**config.mk**
```make
export PLATFORM = sky130hd
export DESIGN_NAME = wb_rr_arbiter
export DESIGN_NICKNAME = d
export VERILOG_FILES = /design/src/rtl/wb_rr_arbiter.sv
export SDC_FILE = /design/constraint.sdc
export NUM_CORES = 1
export LEC_CHECK = 0
export CAP_MARGIN = 10
export CORE_AREA = 2 2 171 173
export CTS_CLUSTER_SIZE = 20
export DETAILED_ROUTE_END_ITERATION = 10
export DIE_AREA = 0 0 173 175
export GPL_TIMING_DRIVEN = 0
export PLACE_DENSITY = 0.5
export SYNTH_ARGS = -nofsm -noshare
export SYNTH_HDL_FRONTEND = slang
export SYNTH_SLANG_ARGS = --single-unit
```
**constraint.sdc**
```tcl
create_clock -name wb_clk_i -period 8.5 [get_ports wb_clk_i]
set_clock_uncertainty 0.15 [all_clocks]
set_input_delay 1.7 -clock wb_clk_i [delete_from_list [all_inputs] [get_ports wb_clk_i]]
set_output_delay 1.7 -clock wb_clk_i [all_outputs]
set_load 0.03 [all_outputs]
```
**src/rtl/wb_rr_arbiter.sv**
```systemverilog
// Four-master Wishbone round-robin arbiter with a stall watchdog.
// state | meaning: IDLE no owner | OWN owner routed to slave | ABORT watchdog fired, wait for owner cyc drop
module wb_rr_arbiter #(
  parameter int unsigned TIMEOUT = 16
) (
  input  logic         wb_clk_i,
  input  logic         wb_rst_n_i,
  input  logic [3:0]   m_cyc_i,
  input  logic [3:0]   m_stb_i,
  input  logic [3:0]   m_we_i,
  input  logic [15:0]  m_sel_i,
  input  logic [127:0] m_adr_i,
  input  logic [127:0] m_dat_i,
  output logic [31:0]  m_dat_o,
  output logic [3:0]   m_ack_o,
  output logic [3:0]   m_err_o,
  output logic         s_cyc_o,
  output logic         s_stb_o,
  output logic         s_we_o,
  output logic [3:0]   s_sel_o,
  output logic [31:0]  s_adr_o,
  output logic [31:0]  s_dat_o,
  input  logic [31:0]  s_dat_i,
  input  logic         s_ack_i,
  input  logic         s_err_i,
  output logic [3:0]   grant_o,
  output logic         timeout_o
);

  typedef enum logic [1:0] {IDLE = 2'd0, OWN = 2'd1, ABORT = 2'd2} state_t;

  localparam logic [16:0] TO_CNT = 17'(TIMEOUT);
  localparam logic        TO_EN  = (TIMEOUT != 0);

  state_t      state, state_nxt;
  logic [1:0]  owner, owner_nxt, last, last_nxt, pick, cand;
  logic        pick_vld;
  logic [15:0] cnt, cnt_nxt;
  logic [3:0]  grant_nxt;
  logic        own_cyc, own_stb, stalled, fire;

  assign own_cyc = m_cyc_i[owner];
  assign own_stb = m_stb_i[owner];
  assign stalled = (state == OWN) && own_stb && !s_ack_i && !s_err_i;
  // Counter holds previously stalled cycles, so +1 counts the current one.
  assign fire    = TO_EN && stalled && (({1'b0, cnt} + 17'd1) == TO_CNT);
  assign m_dat_o = s_dat_i;

  // Walk offsets 4..1 so the closest requester after last wins.
  always_comb begin
    pick     = last;
    pick_vld = 1'b0;
    cand     = last;
    for (int i = 4; i >= 1; i--) begin
      cand = last + 2'(i);
      if (m_cyc_i[cand]) begin
        pick     = cand;
        pick_vld = 1'b1;
      end
    end
  end

  always_comb begin
    s_cyc_o   = 1'b0;
    s_stb_o   = 1'b0;
    s_we_o    = 1'b0;
    s_sel_o   = '0;
    s_adr_o   = '0;
    s_dat_o   = '0;
    m_ack_o   = '0;
    m_err_o   = '0;
    timeout_o = 1'b0;
    if (state == OWN) begin
      s_cyc_o        = own_cyc;
      s_stb_o        = own_stb;
      s_we_o         = m_we_i[owner];
      s_sel_o        = m_sel_i[{owner, 2'b00} +: 4];
      s_adr_o        = m_adr_i[{owner, 5'b00000} +: 32];
      s_dat_o        = m_dat_i[{owner, 5'b00000} +: 32];
      // A reset arriving mid-transfer must not leak a response to the owner.
      m_ack_o[owner] = s_ack_i & wb_rst_n_i;
      m_err_o[owner] = (s_err_i | fire) & wb_rst_n_i;
      timeout_o      = fire;
    end
  end

  always_comb begin
    state_nxt = state;
    owner_nxt = owner;
    last_nxt  = last;
    grant_nxt = grant_o;
    cnt_nxt   = '0;
    case (state)
      IDLE: begin
        if (pick_vld) begin
          state_nxt = OWN;
          owner_nxt = pick;
          last_nxt  = pick;
          grant_nxt = 4'b0001 << pick;
        end
      end
      OWN: begin
        if (!own_cyc) begin
          state_nxt = IDLE;
          grant_nxt = '0;
        end else if (fire) begin
          state_nxt = ABORT;
        end else if (stalled) begin
          cnt_nxt = (cnt == '1) ? cnt : cnt + 16'd1;
        end
      end
      ABORT: begin
        if (!own_cyc) begin
          state_nxt = IDLE;
          grant_nxt = '0;
        end
      end
      default: begin
        state_nxt = IDLE;
        grant_nxt = '0;
      end
    endcase
  end

  always_ff @(posedge wb_clk_i) begin
    if (!wb_rst_n_i) begin
      state   <= IDLE;
      owner   <= 2'd0;
      last    <= 2'd3;
      cnt     <= '0;
      grant_o <= '0;
    end else begin
      state   <= state_nxt;
      owner   <= owner_nxt;
      last    <= last_nxt;
      cnt     <= cnt_nxt;
      grant_o <= grant_nxt;
    end
  end

endmodule

```
==> Word-level counts from Yosys, hierarchy flattened <==
Index checks and enable logic that the tools add are counted.
{ "word_totals": {"ff_bits": 26, "input_bits": 320, "output_inout_bits": 116} }
{ "classes": {"bitwise": 9, "n_reduce_logical": 13, "order_cmp": 6, "mux": 40, "shifts": 4, "n_eq_ne": 8, "add_sub_neg": 5} }
{ "ops": {"columns": ["op", "count"], "rows": [
  ["$shiftx A128 B8 Y32", 2],
  ["$mux W32", 2],
  ["$mux W4", 5],
  ["$add A16 B1 Y17 const B", 1],
  ["$eq A17 B5 Y1 const B", 1],
  ["$add A16 B1 Y16 const B", 1],
  ["$eq A16 B16 Y1 const B", 1],
  ["$mux W1", 16],
  ["$shiftx A16 B5 Y4", 1],
  ["$lt A2 B3 Y1 const B", 5],
  ["$bmux W1 S2", 7],
  ["$mux W2", 7],
  ["$and A4 B4 Y4", 2],
  ["$pmux W4 S2", 1],
  ["$ne A2 B2 Y1 const B", 3],
  ["$pmux W2 S3", 1],
  ["$logic_and A1 B1 Y1", 5],
  ["$reduce_or A5 Y1", 1],
  ["$add A2 B2 Y2 const B", 2],
  ["$not A1 Y1", 4],
  ["$reduce_and A2 Y1", 2],
  ["$shl A1 B2 Y4 const A", 1],
  ["$ne A3 B3 Y1 const B", 1],
  ["$reduce_and A3 Y1", 1],
  ["other kinds (10)", 12]
]} }

==> Depth between registers and ports, before layout <==
Gate-level depths: netlist of the first run.
{ "logic_depth": {"depth_word": 10, "mapped_depth": 10} }

==> Worst setup path before layout of the first run <==
No wires, ideal clock.
{ "synth_timing": {"kind": "input -> output", "start": "input m_stb_i[3]", "end": "output m_err_o[3]", "cell_stages": 6, "n_path_buf": 0, "t_arrival_ps": 3680, "path_slack_ps": 2970, "required_ps": 6650, "path_cell_list": "mux2i_1 > o22ai_1 > nor3b_1 > and4b_1 > a21oi_2 > nor3b_1"} }
{ "synth_between": {"elab_chain_len": 10} }
{ "synth_lines": {"columns": ["item", "line", "rtl"], "rows": [
  ["start, declared", "9", "input logic [3:0] m_stb_i,"],
  ["$bmux W1 S2", "43", "assign own_stb = m_stb_i[owner];"],
  ["$mux W1 (implied by the code)", "43", null],
  ["$logic_and A1 B1 Y1 (3 in a row)", "44", "assign stalled = (state == OWN) && own_stb && !s_ack_i && !s_err_i;"],
  ["$logic_and A1 B1 Y1", "46", "assign fire = TO_EN && stalled && (({1'b0, cnt} + 17'd1) == TO_CNT);"],
  ["$or A1 B1 Y1", "82", "m_err_o[owner] = (s_err_i | fire) & wb_rst_n_i;"],
  ["$and A1 B1 Y1", "82", null],
  ["$and A4 B4 Y4 (no line)", null, null],
  ["$mux W4", "73", "if (state == OWN) begin"],
  ["end, declared", "16", "output logic [3:0] m_err_o,"]
]} }
Every way passes these cells. The select of a mux whose other input is x is not followed.

==> Final worst setup path of the first run <==
{ "layout_timing": {"start": "input m_stb_i[3]", "end": "output m_err_o[1]"} }
The elaborated chain is that of the path after synthesis.

==> run metrics, run 1 <==
drt total wl 25700 um; Post-CTS Hold Fix Bufs 0; largest net degree at the start of global routing 15; Post-route DRC 0; Initial Utilization 0.146; grt met1 use 0.201; setup TNS 0 ns; fin crit share 0.738; hold wc startpoint grant_o[3]; busiest layer in global routing met2; post-CTS sizing 0; Ys Warns 0; Core ar. 0.0284 sq mm; reg2reg path depth 7; WHS Path Cells 2; post-synthesis cell count 415; Reg-to-Reg Start cnt[0]; die area 0.0303 sq mm; max-slew violation count 0; Synth area leaders mux4_2, dfxtp_1, and2_1, buf_4, nor3_1; grt total ovfl 0; CP Data Arrival Time 4.42 ns; Row Count 62; P_leak a little over 3 nW; met3 GRT Util 0.0537; CP Capture Type output pin; Slew @ Worst Pin between 0.7 and 0.8 ns; Post-synth EDFFs 0; area grow syn2layout 111%; worst hold slack about 0.32 ns; top_reg_cell synth dfxtp_1; Post-CTS Setup Bufs 0; Final Hold Fails 0; H-Tree Depth 1; drt via density 4.14; CP max FO 4; Final ANT Viol Nets 0; hpwl dp roughly 22000 um; commonest non-fill, non-tap cell in the layout clkdlybuf4s50_1; CTS tree done; clk slew on worst S/H paths 0.06 ns; Total Nets Final approximately 1100; Cell Area, Synth about 0.0041 sq mm; initial DRC count 189; first-pass GRT wire length 36300 um; Routed wire per std cell 21.3 um; Worst VDD drop between 0.00005 and 0.00006 V; Final setup viols 0; initial antenna violation count 8; Port Buf Inserts 403; Yosys cell types 58; area fraction of the dominant cell type after synthesis 0.380; DRT Pass-1 Iters 6; RePlAce Congestion about 0.83; width of the chip 173 um; clock buffer count from CTS 3; Die Y 175 um; # Max-Cap Violations 0; share of layout cells above drive strength 1 0.162; commonest non-fill, non-tap cells in the layout clkdlybuf4s50_1, and2_1, mux4_2, buf_4; syn avg cell area 9.99 sq um; Critical Path Start m_stb_i[3]; Hold Path Class flop to flop; vias in the first global route just over 5000; WP data required 6.65 ns; Yosys top cell by area mux4_2; area of the multi-input gates about 0.0032 sq mm; Max Fclk 159 MHz; FFs w/ async S/R, synth 0; Yosys reg bits 26; RSZ-0062 raised after global routing false; outcome finished, final reports clean; met2 usage 0.272; sequential share of the synthesized area 0.126; slew margin rel. 0.504; critical path type input pin to output pin; Power Dens Cells 129 mW/mm^2; Total GRT Usage 0.161; Reg area 520 sq um; clk root buf clkbuf_16; IO Count 436; Bufs on Longest Clock Path 2; Post-Syn Nets 740; final worst path period need between 6 and 7 ns; fillers 2998; CP Launch Type input pin; CTS Sinks 26; Vias 5005; clk_lat worst skew 0.26 ns
## area by class of cell
type                    count  area share
flip-flops and latches     26      0.0595
multi-input cells         317       0.366
diodes                      3    0.000858
inverters                   5     0.00214
repair buffers            403       0.461
clock buffers               4      0.0101
plain buffers              67      0.0462
well taps                 384      0.0549
## flip-flops by register name, summed over array words and instances, names as in the netlist
signal,cells
cnt,16
grant_o,4
last,2
owner,2
state,2
## synthesized netlist by cell type (7+ instances only)
cell type / n
and2_1: 71
buf_2: 8
buf_4: 34
clkbuf_1: 22
dfxtp_1: 26
mux4_2: 70
nand2_1: 16
nand3_1: 7
nor2_1: 26
nor3_1: 24
xor2_1: 7
## kinds of logic after synthesis
group / share of synthesized area
simple gates: 0.282
mux: 0.395
buf+inv: 0.102
compound gates: 0.0531
flops: 0.126
xor+xnor: 0.0275
fa+ha+maj: 0.0151
## routing by layer
metal / routed length, um / up-vias
met3: 2120 / 16
met4: 223 / 6
li1: - / 2359
met2: 12700 / 189
met1: 10600 / 2435
met5: 37 / -
## worst paths after layout
check	slack, ns	to
worst max-delay path	2.23	m_err_o[1]
worst min register to register	0.32	grant_o[3]
worst max register to register	5.69	cnt[10]
worst min-delay path	0.32	grant_o[3]
## metrics by stage
stage,utilization,worst slack (ns),instances,cell area (sq um),total power [mW]
floorplan,-,2.97,415,4140,0.621
global placement,0.305,2.16,1202,8660,1.02
detailed placement,0.305,2.20,1202,8660,1.02
CTS,0.308,2.18,1206,8750,1.14
global route,0.308,2.05,1209,8750,1.19
finish,0.308,2.23,1209,8750,1.13
## where the power goes
group	switching, mW	leakage [nW]	internal (mW)
Sequential	0.00416	0.211	0.130
Clock	0.0444	0.0442	0.0721
Combinational	0.429	2.79	0.448
## worst max-delay path, stage by stage
cell and delay (ns):
clkdlybuf4s50_1 0.50, mux2i_1 0.10, o22ai_1 0.43, nor3b_1 0.23
and4b_1 0.35, a21oi_2 0.12, and4bb_2 0.31, clkdlybuf4s50_1 0.67
Note: power is estimated with default switching activity, not from simulation.
==> run 2: changes to the inputs <==
--- a/config.mk
+++ b/config.mk
@@ -6,12 +6,12 @@
 export NUM_CORES = 1
 export LEC_CHECK = 0
 export CAP_MARGIN = 10
-export CORE_AREA = 2 2 171 173
+export CORE_AREA = 2 2 170 172
 export CTS_CLUSTER_SIZE = 20
 export DETAILED_ROUTE_END_ITERATION = 10
-export DIE_AREA = 0 0 173 175
+export DIE_AREA = 0 0 172 174
 export GPL_TIMING_DRIVEN = 0
-export PLACE_DENSITY = 0.5
+export PLACE_DENSITY = 0.52
 export SYNTH_ARGS = -nofsm -noshare
 export SYNTH_HDL_FRONTEND = slang
 export SYNTH_SLANG_ARGS = --single-unit
==> constraint.sdc (replaced) <==
create_clock -name wb_clk_i -period 5.5 [get_ports wb_clk_i]
set_clock_uncertainty 0.15 [all_clocks]
set_input_delay 1.1 -clock wb_clk_i [delete_from_list [all_inputs] [get_ports wb_clk_i]]
set_output_delay 1.1 -clock wb_clk_i [all_outputs]
set_load 0.03 [all_outputs]
==> run 2 against run 1 <==
Combinational power grew 55%; critical path type unchanged; hold slack lost 0.00084 ns; largest cell class unchanged; register-to-register slack lost 3.1 ns; largest power group unchanged; critical path depth is the same; die area shrank 1.1%.
==> run metrics, run 2 (synthesis results as in run 1) <==
DP Worst Slack 0.151 ns; WP data required around 4.3 ns; final worst-path setup slack 0.223 ns; WHS Path Cells 2; CTS Sinks 26; CP Launch Type input pin; Largest register FFs 16; Post-CTS Setup Bufs 0; IO Count 436; max-slew violation count 0; Slew @ Worst Pin 0.821 ns; share of layout cells above drive strength 1 0.162; fin crit share 0.959; post-CTS sizing 0; Bufs on Longest Clock Path 2; slew margin rel. 0.453; fillers 2985; RSZ-0062 raised after global routing false; Max Fclk 190 MHz; commonest non-fill, non-tap cell in the layout clkdlybuf4s50_1; initial DRC count 315; initial antenna violation count 8; CP max FO 4; clk root buf clkbuf_16; first-pass GRT wire length 34900 um; CTS tree done; final worst path period need 5.28 ns; largest reg by FF count cnt; Total Nets Final roughly 1100; Final setup viols 0; Final Hold Fails 0; area grow syn2layout 112%; Port Buf Inserts 403; vias in the first global route roughly 5200; Vias 5058; H-Tree Depth 1; clk slew on worst S/H paths ~0.070 ns; reg2reg path depth 10; grt total ovfl 0; clock buffer count from CTS 3; CP Capture Type output pin; Core ar. ~0.028 sq mm; P_leak 3.06 nW; outcome finished, final reports clean; critical path type input pin to output pin; CP Data Arrival Time 4.03 ns; Reg-to-Reg Start state[1]; Initial Utilization 0.147; drt total wl 25500 um; setup TNS 0 ns; largest registers cnt: 16 flops, grant_o: 4 flops; WHS Endpoint grant_o[0]; width of the chip 172 um; Worst VDD drop 0.000103 V; largest net degree at the start of global routing 16; # Max-Cap Violations 0; RR Endpoint cnt[7]; Hold Path Class flop to flop; Post-route DRC 0; RePlAce Congestion 0.881; commonest non-fill, non-tap cells in the layout clkdlybuf4s50_1, and2_1, mux4_2, buf_4; Total GRT Usage 0.159; hpwl dp ~22000 um; drt via density 4.18; DRT Pass-1 Iters 6; Final ANT Viol Nets 0; clk_lat worst skew 0.27 ns; Die Y between 150 and 200 um; die area 0.0299 sq mm; total power 1.78 mW; Row Count between 60 and 70; Power Dens Cells 203 mW/mm^2; hold wc startpoint grant_o[0]; Routed wire per std cell 21.1 um; Post-CTS Hold Fix Bufs 0; worst reg-to-reg setup slack 2.55 ns
## run 2: cell types whose count changed in the layout (fill, tap and decap cells not counted), sizes merged
cell    delta
bufinv     +1
clkbuf     -1
diode      +1
## run 2: through the flow
step	area [sq um]	util	instances	hold slack (ns)
after floorplan	4140	-	415	0.322
after global placement	8660	0.307	1202	0.310
after detailed placement	8660	0.307	1202	0.312
after CTS	8760	0.310	1206	0.321
after global routing	8760	0.310	1206	0.351
final	8770	0.311	1210	0.316
## run 2: area by class of cell
type,count,area [sq um],area share
Antenna cell,4,10.0,0.00114
Multi-Input combinational cell,317,3200,0.365
Clock buffer,3,75.1,0.00856
Sequential cell,26,520,0.0593
Tap cell,384,480,0.0548
Buffer,67,404,0.0461
Inverter,5,18.8,0.00214
Timing Repair Buffer,403,4030,0.460
Clock inverter,1,30.0,0.00342
## run 2: how the worst max path moves through the flow
| stage | startpoint | endpoint | slack (ns) | cells after the start |
|---|---|---|---|---|
| global placement | m_stb_i[2] | m_err_o[0] | 0.16 | 8 |
| CTS | m_stb_i[2] | m_err_o[0] | 0.13 | 8 |
| detailed placement | m_stb_i[2] | m_err_o[0] | 0.15 | 8 |
| global route | m_stb_i[2] | m_err_o[0] | 0.02 | 8 |
| finish | m_stb_i[2] | m_err_o[0] | 0.22 | 8 |
| floorplan | m_stb_i[3] | m_err_o[3] | 1.17 | 6 |
## run 2: per-layer routing
layer,wire (um),vias to the layer above,global-route usage
met2,12700,198,0.285
li1,-,2360,-
met4,324,8,0.0235
met3,2340,24,0.0423
met5,50,-,0
met1,10100,2468,0.193
## run 2: critical path: stages
cell             delay, ns
clkdlybuf4s50_1       0.50
mux2i_1               0.10
o22ai_1               0.46
nor3b_1               0.29
and4b_1               0.33
a21oi_2               0.13
nor4b_2               0.36
clkdlybuf4s50_1       0.75
## run 2: power breakdown
part | total [mW] | internal (mW) | switching (mW) | leakage (nW)
clock | 0.221 | 0.145 | 0.0759 | 0.0511
combinational | 1.36 | 0.693 | 0.663 | 2.79
sequential | 0.207 | 0.200 | 0.00648 | 0.211
total | 1.78 | 1.04 | 0.745 | 3.06
